**src/rtl/br_amba_pkg.sv**
```systemverilog
// Shared AXI encodings and helpers for the br_amba subordinate-side blocks.
package br_amba_pkg;

    localparam int AxiBurstLenWidth   = 8;
    localparam int AxiBurstSizeWidth  = 3;
    localparam int Axi4kBoundaryWidth = 12;
    localparam int AxiMaxFixedLen     = 16;

    typedef enum logic [1:0] {
        AxiBurstFixed    = 2'b00,
        AxiBurstIncr     = 2'b01,
        AxiBurstWrap     = 2'b10,
        AxiBurstReserved = 2'b11
    } axi_burst_type_t;

    typedef enum logic [1:0] {
        AxiRespOkay   = 2'b00,
        AxiRespExokay = 2'b01,
        AxiRespSlverr = 2'b10,
        AxiRespDecerr = 2'b11
    } axi_resp_t;

    function automatic logic is_legal_wrap_len(input logic [AxiBurstLenWidth-1:0] len);
        return (len == 8'd1) || (len == 8'd3) || (len == 8'd7) || (len == 8'd15);
    endfunction

endpackage

```
**src/rtl/br_amba_axi_beat_addr_calc.sv**
```systemverilog
// Combinational next-beat address for FIXED/INCR/WRAP bursts; shared by read and write paths.
module br_amba_axi_beat_addr_calc
    import br_amba_pkg::*;
#(
    parameter int AddrWidth = 40
) (
    input  logic [AddrWidth-1:0]         cur_addr_i,
    input  logic [AxiBurstSizeWidth-1:0] size_i,
    input  logic [1:0]                   burst_i,
    input  logic [AddrWidth-1:0]         wrap_lower_i,
    input  logic [AddrWidth-1:0]         wrap_wbytes_i,
    output logic [AddrWidth-1:0]         next_addr_o
);

    logic [AddrWidth-1:0] bytes;
    logic [AddrWidth-1:0] aligned;
    logic [AddrWidth-1:0] incr_addr;
    logic [AddrWidth-1:0] wrap_step;

    assign bytes     = AddrWidth'(1) << size_i;
    assign aligned   = cur_addr_i & ~(bytes - AddrWidth'(1));
    // INCR steps from the aligned address so an unaligned beat 0 snaps onto the grid.
    assign incr_addr = aligned + bytes;
    assign wrap_step = cur_addr_i + bytes;

    always_comb begin
        next_addr_o = cur_addr_i;
        case (axi_burst_type_t'(burst_i))
            AxiBurstIncr: next_addr_o = incr_addr;
            AxiBurstWrap: next_addr_o = (wrap_step == wrap_lower_i + wrap_wbytes_i) ?
                                        wrap_lower_i : wrap_step;
            default:      next_addr_o = cur_addr_i;
        endcase
    end

endmodule

```
**src/rtl/br_amba_axi_burst_addr_gen.sv**
```systemverilog
// Expands one AXI AR/AW command into a stream of per-beat addresses, flagging illegal
// commands with SLVERR on every beat.
module br_amba_axi_burst_addr_gen
    import br_amba_pkg::*;
#(
    parameter int AddrWidth = 40,
    parameter int DataWidth = 64,
    parameter int IdWidth   = 4
) (
    input  logic                         clk,
    input  logic                         rst_n,
    input  logic                         cmd_valid,
    output logic                         cmd_ready,
    input  logic [AddrWidth-1:0]         cmd_addr,
    input  logic [IdWidth-1:0]           cmd_id,
    input  logic [AxiBurstLenWidth-1:0]  cmd_len,
    input  logic [AxiBurstSizeWidth-1:0] cmd_size,
    input  logic [1:0]                   cmd_burst,
    output logic                         beat_valid,
    input  logic                         beat_ready,
    output logic [AddrWidth-1:0]         beat_addr,
    output logic [IdWidth-1:0]           beat_id,
    output logic [AxiBurstLenWidth-1:0]  beat_idx,
    output logic [AxiBurstSizeWidth-1:0] beat_size,
    output logic                         beat_last,
    output logic [1:0]                   beat_resp
);

    localparam logic [AxiBurstSizeWidth-1:0] MaxSize = AxiBurstSizeWidth'($clog2(DataWidth / 8));
    localparam int SpanWidth = 20;
    localparam logic [SpanWidth-1:0] PageBytes = SpanWidth'(1) << Axi4kBoundaryWidth;

    typedef enum logic {StIdle, StBusy} state_t;

    state_t                         state_q, state_d;
    logic                           beat_valid_q, beat_valid_d;
    logic [AddrWidth-1:0]           beat_addr_q, beat_addr_d;
    logic [IdWidth-1:0]             beat_id_q, beat_id_d;
    logic [AxiBurstLenWidth-1:0]    beat_idx_q, beat_idx_d;
    logic [AxiBurstSizeWidth-1:0]   beat_size_q, beat_size_d;
    logic                           beat_last_q, beat_last_d;
    logic [1:0]                     beat_resp_q, beat_resp_d;
    logic [AxiBurstLenWidth-1:0]    len_q, len_d;
    logic [1:0]                     burst_q, burst_d;
    logic                           err_q, err_d;
    logic [AddrWidth-1:0]           lower_q, lower_d;
    logic [AddrWidth-1:0]           wbytes_q, wbytes_d;

    logic                           cmd_hs;
    logic                           beat_hs;
    logic                           cmd_err;
    logic [AddrWidth-1:0]           cmd_wbytes;
    logic [AddrWidth-1:0]           cmd_lower;
    logic [Axi4kBoundaryWidth-1:0]  bytes_4k;
    logic [Axi4kBoundaryWidth-1:0]  aligned_4k;
    logic [SpanWidth-1:0]           span_end;
    logic [1:0]                     calc_burst;
    logic [AddrWidth-1:0]           next_addr;

    // Legality is judged once, on the command as presented.
    assign bytes_4k   = Axi4kBoundaryWidth'(1) << cmd_size;
    assign aligned_4k = cmd_addr[Axi4kBoundaryWidth-1:0] & ~(bytes_4k - Axi4kBoundaryWidth'(1));
    assign span_end   = SpanWidth'(aligned_4k) + ((SpanWidth'(cmd_len) + SpanWidth'(1)) << cmd_size);
    assign cmd_wbytes = (AddrWidth'(cmd_len) + AddrWidth'(1)) << cmd_size;
    assign cmd_lower  = cmd_addr & ~(cmd_wbytes - AddrWidth'(1));

    always_comb begin
        cmd_err = 1'b0;
        case (axi_burst_type_t'(cmd_burst))
            AxiBurstFixed: cmd_err = (cmd_len >= AxiBurstLenWidth'(AxiMaxFixedLen));
            AxiBurstIncr:  cmd_err = (span_end > PageBytes);
            AxiBurstWrap:  cmd_err = !is_legal_wrap_len(cmd_len) ||
                                     ((cmd_addr[Axi4kBoundaryWidth-1:0] &
                                       (bytes_4k - Axi4kBoundaryWidth'(1))) != '0);
            default:       cmd_err = 1'b1;
        endcase
        if (cmd_size > MaxSize) begin
            cmd_err = 1'b1;
        end
    end

    // An erroring burst walks as FIXED so every beat stays on cmd_addr.
    assign calc_burst = err_q ? AxiBurstFixed : burst_q;

    br_amba_axi_beat_addr_calc #(
        .AddrWidth (AddrWidth)
    ) u_addr_calc (
        .cur_addr_i    (beat_addr_q),
        .size_i        (beat_size_q),
        .burst_i       (calc_burst),
        .wrap_lower_i  (lower_q),
        .wrap_wbytes_i (wbytes_q),
        .next_addr_o   (next_addr)
    );

    assign beat_hs   = beat_valid_q && beat_ready;
    assign cmd_ready = rst_n && ((state_q == StIdle) || (beat_hs && beat_last_q));
    assign cmd_hs    = cmd_valid && cmd_ready;

    always_comb begin
        state_d      = state_q;
        beat_valid_d = beat_valid_q;
        beat_addr_d  = beat_addr_q;
        beat_id_d    = beat_id_q;
        beat_idx_d   = beat_idx_q;
        beat_size_d  = beat_size_q;
        beat_last_d  = beat_last_q;
        beat_resp_d  = beat_resp_q;
        len_d        = len_q;
        burst_d      = burst_q;
        err_d        = err_q;
        lower_d      = lower_q;
        wbytes_d     = wbytes_q;
        if (cmd_hs) begin
            state_d      = StBusy;
            beat_valid_d = 1'b1;
            beat_addr_d  = cmd_addr;
            beat_id_d    = cmd_id;
            beat_idx_d   = '0;
            beat_size_d  = cmd_size;
            beat_last_d  = (cmd_len == '0);
            beat_resp_d  = cmd_err ? AxiRespSlverr : AxiRespOkay;
            len_d        = cmd_len;
            burst_d      = cmd_burst;
            err_d        = cmd_err;
            lower_d      = cmd_lower;
            wbytes_d     = cmd_wbytes;
        end else if (beat_hs) begin
            if (beat_last_q) begin
                state_d      = StIdle;
                beat_valid_d = 1'b0;
            end else begin
                beat_addr_d = next_addr;
                beat_idx_d  = beat_idx_q + AxiBurstLenWidth'(1);
                beat_last_d = ((beat_idx_q + AxiBurstLenWidth'(1)) == len_q);
            end
        end
    end

    always_ff @(posedge clk or negedge rst_n) begin
        if (!rst_n) begin
            state_q      <= StIdle;
            beat_valid_q <= 1'b0;
            beat_addr_q  <= '0;
            beat_id_q    <= '0;
            beat_idx_q   <= '0;
            beat_size_q  <= '0;
            beat_last_q  <= 1'b0;
            beat_resp_q  <= '0;
            len_q        <= '0;
            burst_q      <= '0;
            err_q        <= 1'b0;
            lower_q      <= '0;
            wbytes_q     <= '0;
        end else begin
            state_q      <= state_d;
            beat_valid_q <= beat_valid_d;
            beat_addr_q  <= beat_addr_d;
            beat_id_q    <= beat_id_d;
            beat_idx_q   <= beat_idx_d;
            beat_size_q  <= beat_size_d;
            beat_last_q  <= beat_last_d;
            beat_resp_q  <= beat_resp_d;
            len_q        <= len_d;
            burst_q      <= burst_d;
            err_q        <= err_d;
            lower_q      <= lower_d;
            wbytes_q     <= wbytes_d;
        end
    end

    assign beat_valid = beat_valid_q;
    assign beat_addr  = beat_addr_q;
    assign beat_id    = beat_id_q;
    assign beat_idx   = beat_idx_q;
    assign beat_size  = beat_size_q;
    assign beat_last  = beat_last_q;
    assign beat_resp  = beat_resp_q;

endmodule
```
**config.mk**
```make
export PLATFORM = sky130hd
export DESIGN_NAME = br_amba_axi_burst_addr_gen
export DESIGN_NICKNAME = d
export VERILOG_FILES = /design/src/rtl/br_amba_pkg.sv /design/src/rtl/br_amba_axi_beat_addr_calc.sv /design/src/rtl/br_amba_axi_burst_addr_gen.sv
export SDC_FILE = /design/constraint.sdc
export NUM_CORES = 1
export LEC_CHECK = 0
export ABC_AREA = 1
export CAP_MARGIN = 40
export CORE_ASPECT_RATIO = 0.7
export CORE_MARGIN = 3
export CORE_UTILIZATION = 35
export CTS_BUF_LIST = sky130_fd_sc_hd__clkbuf_8 sky130_fd_sc_hd__clkbuf_16
export CTS_CLUSTER_DIAMETER = 40
export CTS_CLUSTER_SIZE = 20
export DETAILED_ROUTE_END_ITERATION = 10
export PLACE_DENSITY_LB_ADDON = 0.15
export SLEW_MARGIN = 30
export SYNTH_ARGS = -nofsm -noshare
export SYNTH_HDL_FRONTEND = slang
export SYNTH_HIERARCHICAL = 1
export SYNTH_SLANG_ARGS = --single-unit
```
**constraint.sdc**
```tcl
create_clock -name clk -period 10.6 [get_ports clk]
set_clock_uncertainty 0.15 [all_clocks]
set_input_delay 2.12 -clock clk [delete_from_list [all_inputs] [get_ports clk]]
set_output_delay 2.12 -clock clk [all_outputs]
set_load 0.005 [all_outputs]
```
---- Word-level counts from Yosys, hierarchy flattened ----
Cells that the tools add are included.
word-level totals
  bits in registers ....................... 150
  memories kept ........................... 0
  bits in latches ......................... 0
  input bits .............................. 61
  RAM bits ................................ 0
  bits in read-only memories .............. 0
  output and inout port bits .............. 60
  word-level logic and storage cells ...... 85
operators by class
  mux-type cells .......................... 18
  divide/modulo/power cells ............... 0
  $add $sub $neg .......................... 10
  reductions and logical operators ........ 19
  multipliers ............................. 0
  magnitude comparators ................... 3
  bitwise logic cells ..................... 8
  equal/unequal tests ..................... 11
  shifts and indexed selects .............. 4
operators by type and width
  kind                                                             count
  2-to-1 mux 40 bit                                                4
  adder 40 bit                                                     3
  AND 40 bit                                                       2
  inverter 40 bit                                                  2
  case mux 40 bit (2 select lines)                                 1
  subtractor 40 x 1 -> 40 bit, second input constant               2
  equality test 40 bit                                             1
  << shifter 1 x 3 -> 40 bit, first input constant                 1
  << shifter 9 x 3 -> 40 bit                                       1
  AND 12 bit                                                       2
  2-to-1 mux 8 bit                                                 3
  adder 12 x 20 -> 20 bit                                          1
  greater-than comparator 20 x 13 -> 1 bit, second input constant  1
  << shifter 9 x 3 -> 20 bit                                       1
  adder 8 x 1 -> 9 bit, second input constant                      2
  inverter 12 bit                                                  1
  nonzero test 12 bit                                              1
  << shifter 1 x 3 -> 12 bit, first input constant                 1
  subtractor 12 x 1 -> 12 bit, second input constant               1
  adder 8 x 1 -> 8 bit, second input constant                      1
  equality test 8 x 1 -> 1 bit, second input constant              1
  equality test 8 x 2 -> 1 bit, second input constant              1
  equality test 8 x 3 -> 1 bit, second input constant              1
  equality test 8 x 4 -> 1 bit, second input constant              1
  19 further kinds                                                 37

---- Depth between registers and ports, before layout ----
  depth after elaboration ................. 9
  depth in mapped cells ................... 32
  mapped depth without buffers ............ 30

---- Hierarchy ----
Netlist, hierarchy kept.
modules (own cells, without submodules)
  module                      instances  cells an instance  area an instance (um2)  seq. area each (um2)
  br_amba_axi_beat_addr_calc  1          1786               8289.2                  0.0
  br_amba_axi_burst_addr_gen  1          941                7015.5                  3103.0

---- Least setup slack after synthesis ----
No wires, ideal clock.
  kind .................................... input-to-output
  start ................................... input beat_ready
  end ..................................... output cmd_ready
  data arrival time ....................... 2.497 ns
  data required time ...................... 8.330 ns
  stages .................................. 4
  setup slack ............................. 5.833 ns
  buffers on the path ..................... 0
  path through ............................ nand2_1 -> o21ai_0 -> nand2_1 -> inv_1
on the way
  cells in the longest elaborated chain, start to end .. 4
ends and longest elaborated chain
  item                line                              source
  start: declaration  br_amba_axi_burst_addr_gen.sv:20  input logic beat_ready,
  logical AND 1 bit   br_amba_axi_burst_addr_gen.sv:96  assign beat_hs = beat_valid_q && beat_ready;
  logical AND 1 bit   br_amba_axi_burst_addr_gen.sv:97  assign cmd_ready = rst_n && ((state_q == StIdle) || (beat_hs && beat_last_q));
  logical OR 1 bit    br_amba_axi_burst_addr_gen.sv:97
  logical AND 1 bit   br_amba_axi_burst_addr_gen.sv:97
  end: declaration    br_amba_axi_burst_addr_gen.sv:13  output logic cmd_ready,
No other way between the ends.

---- Final worst setup path ----
Ends and elaborated chain as after synthesis.

==> results.sh <==
export IMPL_run_status="completed"
export IMPL_utilization=0.415
export IMPL_netlist_area_leader_share=0.226
export IMPL_synth_cell_types=56
export IMPL_min_path_cells=2
export IMPL_dr_wl_met3_um=9230
export IMPL_post_drt_via_cell_ratio=5.39
export IMPL_top_layer_used="met5"
export IMPL_max_slew_margin=0.419
export IMPL_start_kind="input port"
export IMPL_period_needed_ns=5.89
export IMPL_drc=0
export IMPL_met1Wirelength_um=32500
export IMPL_peakVddDrop_uv=127
export IMPL_arrival_ns=3.62
export IMPL_clock_power_share=0.129
export IMPL_path_clk_slew_ns=0.06
export IMPL_p_sw_w=0.00278
export IMPL_die_area_um2=46300
export IMPL_antenna_left=0
export IMPL_power_share_sequential=0.226
export IMPL_dr_pass1_iters=6
export IMPL_cts_buffer_depth=2
export IMPL_layout_area_overhead_vs_synth_pct=15.7
export IMPL_portBuffers=119
export IMPL_hold_end="beat_id[3]"
export IMPL_grt_pass1_vias=16748
export IMPL_h_tree_depth=4
export IMPL_n_fill_cell=4773
export IMPL_rows=63
export IMPL_fmax_ghz=0.170
export IMPL_setup_viol_count_final=0
export IMPL_grt_max_degree=78
export IMPL_ys_warn_count=6
export IMPL_r2r_setup_slack_ns=5.34
export IMPL_syn_inst=2727
export IMPL_synth_edff_count=0
export IMPL_top_level_ports=121
export IMPL_powerDensity_nw_per_um2=277
export IMPL_start_util=0.358
export IMPL_power_frac_comb=0.644
export IMPL_via_count=18458
export IMPL_clock_sinks=124
export IMPL_dp_hpwl_um=55200
export IMPL_fin_tns_setup_ns=0
export IMPL_rsz0062_at_grt="no"
export IMPL_ys_ff_latch=124
export IMPL_wl_per_cell_um=19.9
export IMPL_worstSetupPathType="input port to primary output"
export IMPL_yosysTopAreaCell="nand2_1"
export IMPL_initialDrtViolationCount=2367
export IMPL_maxCapViolCount=0
export IMPL_drt_total_wl_um=68000
export IMPL_grt_pass1_wl_um=102000
export IMPL_fin_crit_sh=0.556
export IMPL_grt_ovfl_total=0
export IMPL_grt_antenna_before_repair=1
export IMPL_cts_tree="done"
export IMPL_layout_commonest_cell="nand2_1"
export IMPL_cp_end_kind="primary output"
export IMPL_rr_startpoint="beat_size[1]"
export IMPL_yosysSeqAreaShare=0.203
export IMPL_core_um2=42700
export IMPL_hold_violations=0
export IMPL_drv_slew=0
export IMPL_clkLatencyLatePin_ns=0.45
export IMPL_wl_met2_um=25100
export IMPL_cts_made_buffers=17
export IMPL_syn_area_um2=15300
export IMPL_gp_congestion=1.01
export IMPL_reg2reg_to="beat_addr[7]"
export IMPL_worstMarginPinSlew_ns=0.865
export IMPL_internal_power_w=0.00213
export IMPL_cts_root_buf="clkbuf_16"
export IMPL_reg2regPathDepth=23
export IMPL_post_cts_setup_buffers=0
export IMPL_layout_nets=2956
export IMPL_cts_hold_buf=0
export IMPL_hold_class="register to register"
export IMPL_synth_top_flop_cell="dfrtp_1"
export IMPL_die_width_um=256
export IMPL_netlist_top_cells_area="nand2_1 23%, dfrtp_1 20%, inv_1 9.8%"
export IMPL_synth_area_per_cell_um2=5.61
export IMPL_async_flop_share=1.00
export IMPL_leakage_nw=9.20
export IMPL_worstPathRequired_ns=8.33
export IMPL_grt_util_all_layers=0.289
export IMPL_crit_fanout=3
export IMPL_cts_resized=0
export IMPL_drive_gt1_frac=0.0395
export IMPL_final_cell_mix="922 x nand2_1, 401 x inv_1, 287 x nand3_1"
export IMPL_die_y_um=181
export IMPL_swShare=0.566
export IMPL_hold_start="beat_id[3]"
## layout make-up
cell class | instances | area, µm² | area share
clock buffer | 17 | 425 | 0.0240
sequential | 124 | 3100 | 0.175
timing repair buffer | 133 | 1330 | 0.0752
tap | 585 | 732 | 0.0413
inverter | 419 | 1570 | 0.0888
multi-input combinational | 2128 | 10400 | 0.585
clock inverter | 15 | 188 | 0.0106
antenna | 1 | 2.50 | 0.000141
## worst max-delay path by stage
| stage | from | endpoint | slack [ns] | cells after the start |
|---|---|---|---|---|
| 5_1_grt | cmd_size[0] | beat_resp[1] | 4.44 | 20 |
| 6_report | beat_ready | cmd_ready | 4.71 | 6 |
| 3_5_place_dp | cmd_size[0] | beat_resp[1] | 4.47 | 20 |
| 2_1_floorplan | beat_ready | cmd_ready | 5.83 | 4 |
| 3_3_place_gp | cmd_size[0] | beat_resp[1] | 4.52 | 19 |
| 4_1_cts | beat_ready | cmd_ready | 4.69 | 6 |
## power groups by stage
stage                     clock (W)  sequential (W)  combinational [W]
after floorplan                   0        0.000889            0.00202
after global placement            0         0.00110            0.00297
after detailed placement          0         0.00110            0.00300
after CTS                  0.000644         0.00109            0.00303
after global routing       0.000665         0.00114            0.00350
final                      0.000635         0.00111            0.00317
## sequential cells by signal, summed over array words and instances (netlist names), 2 cells and up
register,flops
beat_addr,40
lower_q,40
wbytes_q,16
beat_idx,8
len_q,8
beat_id,4
beat_size,3
burst_q,2
## kinds of logic (layout without fill, tap and decap cells)
kind of cell	Yosys count	in the layout	share of synthesized area
compound gates	315	315	0.112
fa+ha+maj	72	72	0.0598
other cells	1	26	0.000245
flops	124	124	0.203
mux	1	1	0.000654
buf+inv	499	584	0.127
simple gates	1663	1663	0.467
xor+xnor	52	52	0.0298
## per-stage QoR
stage / setup slack, ns / instances / hold WS (ns) / total power (W) / instance area, µm²
2_1_floorplan: 5.83 / 2751 / 0.303 / 0.00291 / 15400
3_3_place_gp: 4.52 / 3385 / 0.312 / 0.00407 / 17000
3_5_place_dp: 4.47 / 3387 / 0.322 / 0.00410 / 17100
4_1_cts: 4.69 / 3419 / 0.337 / 0.00476 / 17700
5_1_grt: 4.44 / 3421 / 0.368 / 0.00531 / 17700
6_report: 4.71 / 3422 / 0.330 / 0.00491 / 17700
## worst max-delay path, cell delays in order
cell and delay [ns]:
clkdlybuf4s50_1 0.47, nand2_1 0.09, o21ai_0 0.23, nand2_1 0.07, inv_1 0.13, clkdlybuf4s50_1 0.51
## synthesized netlist by cell type, types with 9 or more instances
cell type and n:
o21ai_1 23, nand3_1 287, nand3b_1 20, nand2_1 923
nor2_2 10, buf_2 25, nor3_1 26, inv_2 13
o21ai_0 129, ha_1 70, nor2_1 269, clkbuf_1 37
dfrtp_1 124, xnor2_1 14, inv_1 401, xor2_1 38
nand4_1 82, buf_1 9, a21oi_1 117, nand2_2 12
## layer usage
layer	track usage	vias up
met3	0.114	68
li1	-	8888
met5	0.0154	-
met1	0.438	8611
met4	0.0540	4
met2	0.377	887
No activity file was read; power rests on OpenSTA's default activity.
